File: src/rtl/sound_trigger_array.sv
// Colour/position trigger points: record pixels per slot, then match play-mode pixels and emit the lowest active sound.
// Hit latched 2 cycles after its pixel; sound updates 1 cycle after frame start; no backpressure, pixels accepted every cycle.
module sound_trigger_array #(
  parameter int NUM_PTS = 4,
  parameter int XW      = 10,
  parameter int YW      = 10,
  parameter int CW      = 8,
  parameter int SW      = 3,
  parameter int TOL     = 24,
  parameter int HOLD    = 2
) (
  input  logic               iCLK,
  input  logic               iRST_N,
  input  logic               i_state,
  input  logic [SW-1:0]      i_mask,
  input  logic               i_pix_valid,
  input  logic               i_frame_start,
  input  logic               i_clear,
  input  logic [XW-1:0]      i_x,
  input  logic [YW-1:0]      i_y,
  input  logic [CW-1:0]      i_vga_r,
  input  logic [CW-1:0]      i_vga_g,
  input  logic [CW-1:0]      i_vga_b,
  output logic [SW-1:0]      o_sound_num,
  output logic               o_sound_valid,
  output logic [NUM_PTS-1:0] o_armed
);

  localparam int SUMW = CW + 2;
  localparam logic [SUMW-1:0] TOL_C  = SUMW'(TOL);
  localparam logic [2:0]      HOLD_C = 3'(HOLD);

  logic [XW-1:0]      pt_x   [NUM_PTS];
  logic [YW-1:0]      pt_y   [NUM_PTS];
  logic [SUMW-1:0]    pt_sum [NUM_PTS];
  logic [2:0]         cnt      [NUM_PTS];
  logic [2:0]         cnt_next [NUM_PTS];
  logic [NUM_PTS-1:0] armed;
  logic [NUM_PTS-1:0] s1_match;
  logic [NUM_PTS-1:0] hit;
  logic [NUM_PTS-1:0] hit_new;
  logic [NUM_PTS-1:0] active_next;
  logic [SUMW-1:0]    pix_sum;
  logic [SUMW-1:0]    s1_sum;
  logic [SW-1:0]      num_next;

  function automatic logic [SUMW-1:0] abs_diff(input logic [SUMW-1:0] a, input logic [SUMW-1:0] b);
    return (a >= b) ? (a - b) : (b - a);
  endfunction

  always_comb begin
    pix_sum = SUMW'(i_vga_r) + SUMW'(i_vga_g) + SUMW'(i_vga_b);
  end

  always_comb begin
    hit_new = '0;
    for (int k = 0; k < NUM_PTS; k++) begin
      hit_new[k] = s1_match[k] && (abs_diff(s1_sum, pt_sum[k]) <= TOL_C);
    end
  end

  // Next-frame counters and winner are resolved combinationally so the sound registers on the frame-start edge.
  always_comb begin
    num_next    = '0;
    active_next = '0;
    for (int k = 0; k < NUM_PTS; k++) begin
      cnt_next[k]    = hit[k] ? ((cnt[k] == HOLD_C) ? HOLD_C : cnt[k] + 3'd1) : 3'd0;
      active_next[k] = armed[k] && (cnt_next[k] == HOLD_C);
    end
    for (int k = NUM_PTS - 1; k >= 0; k--) begin
      if (active_next[k]) num_next = SW'(k + 1);
    end
  end

  always_ff @(posedge iCLK) begin
    if (!iRST_N) begin
      armed         <= '0;
      s1_match      <= '0;
      s1_sum        <= '0;
      hit           <= '0;
      o_sound_num   <= '0;
      o_sound_valid <= 1'b0;
      for (int k = 0; k < NUM_PTS; k++) begin
        pt_x[k]   <= '0;
        pt_y[k]   <= '0;
        pt_sum[k] <= '0;
        cnt[k]    <= '0;
      end
    end else begin
      if (i_state && i_pix_valid) begin
        for (int k = 0; k < NUM_PTS; k++) begin
          if (i_mask == SW'(k + 1)) begin
            pt_x[k]   <= i_x;
            pt_y[k]   <= i_y;
            pt_sum[k] <= pix_sum;
            armed[k]  <= 1'b1;
          end
        end
      end
      if (i_clear) armed <= '0;

      if (i_state) begin
        s1_match      <= '0;
        s1_sum        <= '0;
        hit           <= '0;
        o_sound_num   <= '0;
        o_sound_valid <= 1'b0;
        for (int k = 0; k < NUM_PTS; k++) cnt[k] <= '0;
      end else begin
        s1_sum <= pix_sum;
        for (int k = 0; k < NUM_PTS; k++) begin
          s1_match[k] <= i_pix_valid && armed[k] && (i_x == pt_x[k]) && (i_y == pt_y[k]);
        end
        o_sound_valid <= 1'b0;
        // A hit arriving on the frame-start edge belongs to the new frame.
        if (i_frame_start) begin
          hit           <= hit_new;
          o_sound_num   <= num_next;
          o_sound_valid <= (num_next != '0) && (num_next != o_sound_num);
          for (int k = 0; k < NUM_PTS; k++) cnt[k] <= cnt_next[k];
        end else begin
          hit <= hit | hit_new;
        end
      end
    end
  end

  assign o_armed = armed;

endmodule

File: config.mk
export PLATFORM = sky130hd
export DESIGN_NAME = sound_trigger_array
export DESIGN_NICKNAME = d
export VERILOG_FILES = /design/src/rtl/sound_trigger_array.sv
export SDC_FILE = /design/constraint.sdc
export NUM_CORES = 1
export LEC_CHECK = 0
export CORE_MARGIN = 2
export CORE_UTILIZATION = 35
export DETAILED_ROUTE_END_ITERATION = 6
export HOLD_SLACK_MARGIN = 0.03
export PLACE_DENSITY = 0.58
export SYNTH_ARGS = -nofsm -noshare
export SYNTH_HDL_FRONTEND = slang
export SYNTH_SLANG_ARGS = --single-unit
export TNS_END_PERCENT = 100
File: constraint.sdc
create_clock -name iCLK -period 4.2 [get_ports iCLK]
set_clock_uncertainty 0.2 [all_clocks]
set_input_delay 0.84 -clock iCLK [delete_from_list [all_inputs] [get_ports iCLK]]
set_output_delay 0.84 -clock iCLK [all_outputs]
set_load 0.02 [all_outputs]
# --- Yosys cells after proc, flatten, opt, wreduce, memory -nomap -nowiden ---
# Memories as Yosys holds them, arrays and structs flattened.
# Index checks and enable logic that the tools add are counted.
op_classes:
  add_sub_neg: 14
  magnitude_cmp: 8
  eq_ne: 21
  mux: 61
  bitwise_logic: 23
  reduce_logical: 30
op_table:
  columns: ["op", "count"]
  rows:
  - ["10-bit 2-to-1 mux", 16]
  - ["10-bit equality test", 8]
  - ["10-bit subtractor", 8]
  - ["3-bit 2-to-1 mux", 20]
  - ["10-bit >= comparator", 4]
  - ["10-bit by 5-bit <= comparator with 1-bit output, second input constant", 4]
  - ["3-bit by 2-bit equality test with 1-bit output, second input constant", 10]
  - ["1-bit 2-to-1 mux", 24]
  - ["1-bit logical AND", 22]
  - ["1-bit OR", 20]
  - ["3-bit by 1-bit adder with 3-bit output, second input constant", 4]
  - ["9-bit by 8-bit adder with 10-bit output", 1]
  - ["8-bit by 8-bit adder with 9-bit output", 1]
  - ["2-bit AND reduction", 4]
  - ["4-bit 2-to-1 mux", 1]
  - ["4-bit OR", 1]
  - ["2-bit OR reduction", 2]
  - ["3-bit by 1-bit equality test with 1-bit output, second input constant", 1]
  - ["3-bit equality test, second input constant", 1]
  - ["3-bit inequality test", 1]
  - ["3-bit nonzero test", 1]
  - ["3-bit OR reduction", 1]
  - ["1-bit inverter", 2]
totals:
  register_bits: 26
  ram_bits: 132
  in_bits: 53
  output_inout_bits: 8
  elab_cells: 170
  memories: 4
memory_table:
  columns: ["memory", "depth", "width", "rd", "rd_ports_with_merged_regs", "write_ports", "line", "rtl"]
  rows:
  - ["pt_sum", 4, 10, 4, 0, 4, "35", "logic [SUMW-1:0] pt_sum [NUM_PTS];"]
  - ["pt_x", 4, 10, 4, 0, 4, "33", "logic [XW-1:0] pt_x [NUM_PTS];"]
  - ["pt_y", 4, 10, 4, 0, 4, "34", "logic [YW-1:0] pt_y [NUM_PTS];"]
  - ["cnt", 4, 3, 4, 0, 4, "36", "logic [2:0] cnt [NUM_PTS];"]

# --- Logic depth before layout (Yosys ltp) ---
# Gate-level depths: netlist of run 1.
logic_depth:
  depth_word: 11
  ltp_mapped: 13
  depth_no_buf: 13

# --- Least setup slack after synthesis of run 1 ---
# OpenSTA, ideal clock, no wires.
synth_path:
  path_type: "input to register"
  from: "input port i_pix_valid"
  to: "memory pt_sum[1][0] in the netlist's numbering (enable)"
  setup_ns: 0.459
  t_arrival_ns: 3.228
  t_required_ns: 3.541
  path_slack_ns: 0.313
  stages: 4
  path_buffers: 0
  cell_sequence: "nand2_1 -> nor2_1 -> nand2_1 -> o21ai_0"
synth_lines:
  columns: ["item", "line", "rtl"]
  rows:
  - ["start: declaration", "16", "input logic i_pix_valid,"]
  - ["end: declaration", "35", null]

==> results of run 1 <==
-- through the flow --
| stage | cells | power, mW | hold slack, ns | setup slack [ns] | util (%) |
|---|---|---|---|---|---|
| 3_5_place_dp | 1453 | 2.95 | 0.288 | 0.196 | 38.7 |
| 5_1_grt | 1485 | 4.73 | 0.303 | 0.340 | 40.8 |
| 2_1_floorplan | 1041 | 2.63 | 0.255 | 0.313 | - |
| 3_3_place_gp | 1453 | 2.94 | 0.277 | 0.290 | 38.7 |
| 4_1_cts | 1485 | 4.52 | 0.298 | 0.632 | 40.8 |
| 6_report | 1485 | 4.50 | 0.294 | 0.627 | 40.8 |
-- final cells by class --
| class | count | area, um^2 | area share (%) |
|---|---|---|---|
| repair buffers | 76 | 716 | 5.97 |
| clock buffers | 17 | 425 | 3.55 |
| inverters | 78 | 293 | 2.44 |
| well taps | 390 | 488 | 4.07 |
| clock inverters | 15 | 174 | 1.45 |
| multi-input cells | 751 | 5440 | 45.3 |
| flip-flops and latches | 158 | 4450 | 37.2 |
-- metal layers --
metal,vias up,global-route usage [%],routed length [um],share of wire [%]
met4,0,4.37,360,1.4
li1,3775,-,-,-
met1,3634,25.2,12900,49
met2,168,27.8,12100,46
met5,-,0,0,0
met3,21,2.50,1160,4.4
-- power by group --
part	switching, mW	internal [mW]
combinational	0.631	0.434
clock	0.726	0.851
sequential	0.0760	1.78
-- cell families (layout without fill, tap and decap cells) --
kind of cell / after synthesis / in the layout / share of synthesized area (%)
AO/OA/AOI/OAI: 161 / 161 / 10.8
adder cells (fa/ha/maj): 100 / 100 / 12.7
buffers and inverters: 132 / 186 / 4.79
XOR/XNOR: 113 / 113 / 9.54
multiplexers: 5 / 5 / 0.495
AND/OR/NAND/NOR: 372 / 372 / 18.7
flip-flops: 158 / 158 / 43.0
-- placed cells by master (no fill, tap or decap), types with 9 or more instances in the layout --
cell type and n:
a211oi_1 12, clkbuf_16 17, xnor2_1 35, dfxtp_1 29
ha_1 91, nor2b_1 18, buf_4 16, a21oi_1 34
xor2_1 78, fa_1 9, nand2b_1 24, nor3_1 24
edfxtp_1 129, nand2_1 39, o21ai_0 31, clkdlybuf4s50_1 59
o21a_1 12, and2_1 9, nor4_1 17, nand3_1 25
nor2_1 104, inv_1 78, and3_1 90
-- critical path, delay by kind of cell --
family                     cells  cell delay [ns]
and+or+nand+nor                2             0.22
xor gates and xnor gates       1             0.42
AOI/OAI and AO/OA              4             0.80
buffers and inverters          1             0.43
adders and majority gates      2             0.82
-- sequential cells by signal, indices dropped and copies added (netlist names) --
register / count
hit: 4
o_sound_num: 3
pt_y: 40
o_armed: 4
o_sound_valid: 1
s1_match: 4
cnt: 12
pt_x: 40
pt_sum: 40
s1_sum: 10
-- worst paths after layout --
kind              slack [ns]  cells past startpoint            from              to
setup reg to reg        1.01                      9       s1_sum[2]          hit[3]
setup / recovery        0.63                     10      i_vga_r[2]    pt_sum[1][8]
hold reg to reg         0.29                      2  o_sound_num[2]  o_sound_num[2]
hold / removal          0.29                      2  o_sound_num[2]  o_sound_num[2]
==> flow_results.org, run 1 <==
** Critical path
- Of all nets on the critical path, the largest fanout is 5.
- Critical path, cell by cell :: clkdlybuf4s50_1, fa_1, ha_1, a21o_1, a21oi_1, nand2b_1, a21oi_1, o41ai_1, xor2_1, nor2_1
- Crit start category :: input pin
- CP max-delay cell :: fa_1
- Most used cell, CP :: a21oi_1
- Data arrives at the worst endpoint at 3.54 ns.
- Slowest stage delay, CP :: 0.51 ns
- Worst setup path class :: input pin to register
- Data required time at the worst endpoint :: 4.17 ns
- Crit path capture type :: register

** Finish
- From synthesis to final layout, the design area changed by 15.6%.
- Layout net count :: 1,235
- # fillers :: 2,853
- Number of antenna repair diodes :: 0
- The post-route netlist has 5.57% of its cells at a drive strength greater than 1.
- Layout Cell Area excl Fill :: 12,000 um^2

** Placement
- Placer Congestion :: 0.904
- The placed instances occupy a cell area of 11,400 um^2.
- Port buffering added 60 buffers.
- Post-detail-place hpwl :: 19,500 um

** STA
- Headroom to the max-slew limit :: 55.9%
- The count of endpoints failing hold in the final timing report was 0.
- Least-Margin Pin Slew :: 0.653 ns
- Achievable frequency :: 0.280 GHz
- Final cycle utilization of the critical path :: 85.1%
- The routed design could run at a clock period as short as 3.57 ns.
- Total Negative Setup Slacks :: 0 ns
- The final count of pins violating max slew is 0.
- Final setup viols :: 0
- Setup repair after global routing left no endpoint under its margin.

** GRT
- First-pass GRT wire length :: 41,500 um
- Vias in the first global route :: 7,299
- GRT Overall Usage :: 17.5%
- Pin count of the biggest net entering global routing :: 64
- Global route total overflow :: 0
- The initial antenna violation count was 1.

** Clock network
- Clock edge transition at the registers on the reported setup and hold paths :: 0.07 ns
- The tree built by TritonCTS fans out to 158 sinks.
- The number of hold buffers added after CTS was 0.
- Buffers inserted during clock tree synthesis total 17.
- Post-CTS Setup Inserts :: 0
- TritonCTS clock tree :: yes
- Insertion delay of the later-clocked pin in the worst-skew pair :: 0.43 ns
- CTS placed an instance of clkbuf_16 at the clock tree root.
- CTS resizes :: 0
- CTS built an H-tree with a depth of 4.
- The longest clock path from root to sink contains 2 buffers.

** Yosys
- After synthesis, the netlist uses 60 different library cells.
- Yosys warns :: 0
- The cell count after synthesis came out at 1,041.
- In this run, synthesis produced a sequential element count of 158.
- Each instance of the synthesized netlist takes up on average 9.96 um^2.
- Of all flip-flops after synthesis, the portion carrying an async set or reset was 0%.
- The synthesized design spends more area on one cell type than any other, namely edfxtp_1.
- Syn Std Cell Area :: 10,400 um^2
- In the post-synthesis netlist, the biggest area contributors are edfxtp_1 37%, ha_1 11%, xor2_1 6.6%.
- Top-area cell type share of the netlist area :: 37.4%
- In the synthesized netlist, the cells that appear most often are 129 x edfxtp_1, 104 x nor2_1, 91 x ha_1, 90 x and3_1.
- Counting flops with a built-in enable in the synthesized netlist gives 129.
- In the synthesized netlist the dominant register cell turns out to be edfxtp_1.
- Among all cell types in the netlist, the one instantiated most often is edfxtp_1.
- Nets in the synthesized netlist :: 1,194
- Sequential elements use 43.0% of the synthesized area.

** Detailed routing
- Via-to-Cell Ratio :: 5.12
- Routed WL per cell :: 17.9 um
- Antenna-violating nets left :: 0
- For this block, the initial DRC count from the detailed router was 458.
- In the routed design, unresolved DRC markers number 0.
- Pre-antenna DRT Iters :: 5
- Via count :: 7,598
- Total wire length after detailed routing :: 26,600 um

** Flow run
- Number of max-cap violations :: 0

** Worst hold path
- Path type of the worst min-delay path :: register to register

** Die
- After floorplanning, the core was divided into 63 placement rows.
- Die extent in x :: 176 um
- For this configuration, the core starts out at a cell density of 35.3%.
- In this run the standard cell core region covers 29,400 um^2.
- The die is 176 um tall.
- In this run the count of I/O pins placed on the die edge is 61.
- Die area :: 31,000 um^2

** Run status
- The run finished with clean final reports.

** Pwr
- Power spread over the standard cell area amounts to 375 nW/um^2.
- For this design the static power due to leakage is 4.93 nW.
- Worst-case vdd ir drop :: 0.000240 V
Note: power is estimated with default switching activity, not from simulation.
==> run 2: changes to the inputs <==
--- a/config.mk
+++ b/config.mk
@@ -9,6 +9,7 @@
 export CORE_UTILIZATION = 35
 export DETAILED_ROUTE_END_ITERATION = 6
 export HOLD_SLACK_MARGIN = 0.03
+export MAX_ROUTING_LAYER = met4
 export PLACE_DENSITY = 0.58
 export SYNTH_ARGS = -nofsm -noshare
 export SYNTH_HDL_FRONTEND = slang
==> run 2 against run 1 <==
Effect of this change:
- clock power rose by 6%
- clock-buffer cell count stayed put
- routed wire length decreased by 1.0%
- critical path type unchanged
- largest cell class unchanged
- largest power group unchanged
- highest routed layer unchanged
==> flow_results.org, run 2 (synthesis gave the netlist of run 1 again) <==
** Critical path
- The critical path is of the input pin to register type.
- Crit start category :: input pin
- Data required time at the worst endpoint :: 4.16 ns (about the same)
- Crit path capture type :: register
- Arr. time, crit path :: 3.49 ns (-0.05 ns)
- Source of the worst register-to-register timing path :: s1_sum[1]
- The biggest fanout along the worst timing path was 5 (unchanged).
- The critical path starts at i_vga_r[2].

** STA
- Total Negative Setup Slacks :: 0 ns (unchanged)
- Final number of hold-violating endpoints :: 0 (unchanged)
- The worst relative slew slack is 57.1% (+1.2 points).
- The final cycle utilization of the critical path was 84.2% (-0.87 points).
- Shortest period the worst path allows :: 3.54 ns (-0.0367 ns)
- The highest attainable clock frequency was 0.283 GHz (+1.0%).
- Setup repair after global routing left no endpoint under its margin.
- The final count of pins violating max slew is 0 (unchanged).
- The final count of negative-setup-slack endpoints is 0 (unchanged).
- The final setup slack of the worst path was 0.664 ns (+0.0367 ns).
- Least-Margin Pin Slew :: 0.636 ns (-0.0176 ns)

** Detailed routing
- The post-detailed-route DRC marker count came to 0 (unchanged).
- The routed wire length per instance is 17.7 um (-0.91%).
- Starting DRC count in detailed routing :: 430 (-6.1%)
- Total wire length after detailed routing :: 26,300 um (-1.0%)
- The first-pass detailed-route iteration total is 5 (unchanged).
- The remaining antenna violation count was 0 (unchanged).
- Via count :: 7,621 (+0.30%)
- The number of vias per cell came to 5.14 (+0.44%).

** Finish
- Commonest non-fill, non-tap cells in the layout :: 129 x edfxtp_1, 104 x nor2_1, 91 x ha_1
- Largest regs :: pt_sum (40), pt_x (40), pt_y (40)
- Most frequent standard cell in the layout excluding fill and tap cells :: edfxtp_1
- # fillers :: 2,829 (-0.84%)
- Number of antenna repair diodes :: 0 (unchanged)
- Layout cells sized above 1 :: 5.40% (-0.17 points)
- Layout Cell Area excl Fill :: 12,000 um^2 (+0.38%)
- The area growth from synthesis to layout is 16.0%.
- Layout net count :: 1,233 (-0.16%)
- The final core area utilization is 40.9% (+0.15 points).

** GRT
- The initial antenna violation count came to 0 (-1).
- Global route total overflow :: 0 (unchanged)
- The first-pass GRT wire length came to 41,800 um (+0.66%).
- The total track usage is 18.1% (+0.54 points).
- The number of global-route vias before repair was 7,483 (+2.5%).
- The pin count of the biggest net entering global routing was 56 (-13%).

** Die
- The number of cell rows was 63 (unchanged).
- The horizontal die dimension came to 176 um (unchanged).
- Initial core utilization :: 35.3% (unchanged)
- Core Region :: 29,400 um^2 (unchanged)
- Die area :: 31,000 um^2 (unchanged)
- I/O Pins :: 61 (unchanged)
- Die Ht :: 176 um (unchanged)

** Run status
- Result of the run :: completed

** Clock network
- CTS resizes :: 0 (unchanged)
- Clock root buffer :: clkbuf_16
- Insertion delay of the later-clocked pin in the worst-skew pair :: 0.43 ns (about the same)
- Number of buffers created by CTS :: 17 (unchanged)
- Number of buffers between clock root and the deepest sink :: 2 (unchanged)
- CTS hold repair buffers :: 0 (unchanged)
- The post-CTS setup repair buffer count was 0 (unchanged).
- The level count of the clock H-tree is 4 (unchanged).
- TritonCTS clock tree :: yes
- CTS sink count :: 158 (unchanged)
- The clock edge transition at the registers on the reported setup and hold paths is 0.07 ns (about the same).

** Pwr
- PwrDens :: 383 nW/um^2 (+1.9%)
- The total power consumption of the routed design was 4.60 mW (+2.3%).
- Worst-case vdd ir drop :: 0.000234 V (-2.4%)
- The static leakage is 4.95 nW (+0.38%).

** Placement
- Worst setup timing slack at the placement stage :: 0.238 ns (+0.0419 ns)
- Cell area after placement :: 11,400 um^2 (about the same)
- Post-detail-place hpwl :: 19,400 um (-0.59%)
- PortBufs :: 60 (unchanged)
- Placer Congestion :: 0.911 (+0.76%)

** Worst hold path
- Path type of the worst min-delay path :: register to register
- The worst hold path begins at o_sound_num[2].

** Flow run
- The max-cap check violation count is 0 (unchanged).
## run 2: worst paths after layout
path	end	slack, ns	cells after the start
worst max-delay path	pt_sum[2][8]	0.66	10
worst min-delay path	o_sound_num[2]	0.30	2
worst max register to register	hit[2]	1.07	9
worst min register to register	o_sound_num[2]	0.30	2
## run 2: area by class of cell
type	count	area, um^2	share of cell area [%]
sequential	158	4450	37.0
inverter	78	293	2.43
timing repair buffer	74	713	5.93
clock inverter	15	221	1.84
multi-input combinational	751	5440	45.2
clock buffer	17	425	3.54
tap	390	488	4.06
## run 2: metrics by stage
stage	instances	hold WS, ns
floorplan	1041	0.255
global placement	1451	0.276
detailed placement	1451	0.286
CTS	1483	0.298
global route	1483	0.309
finish	1483	0.296
## run 2: power by group
group	internal (mW)	switching [mW]	total (mW)
Sequential	1.78	0.0756	1.85
Combinational	0.434	0.633	1.07
Clock	0.973	0.707	1.68
## run 2: metal layers
| layer | vias to the layer above | track usage (%) | part of all wire, % |
|---|---|---|---|
| met1 | 3677 | 24.8 | 48 |
| met2 | 157 | 28.3 | 47 |
| met5 | - | - | 0 |
| li1 | 3768 | - | - |
| met3 | 19 | 2.63 | 4.3 |
| met4 | 0 | 4.24 | 1.3 |
## run 2: critical path, stage by stage
cell and delay (ns):
clkdlybuf4s50_1 0.43, fa_1 0.50, ha_1 0.31, a21o_1 0.16, a21oi_1 0.20, nand2b_1 0.13
a21oi_1 0.08, o41ai_1 0.33, xor2_1 0.43, nor2_1 0.09
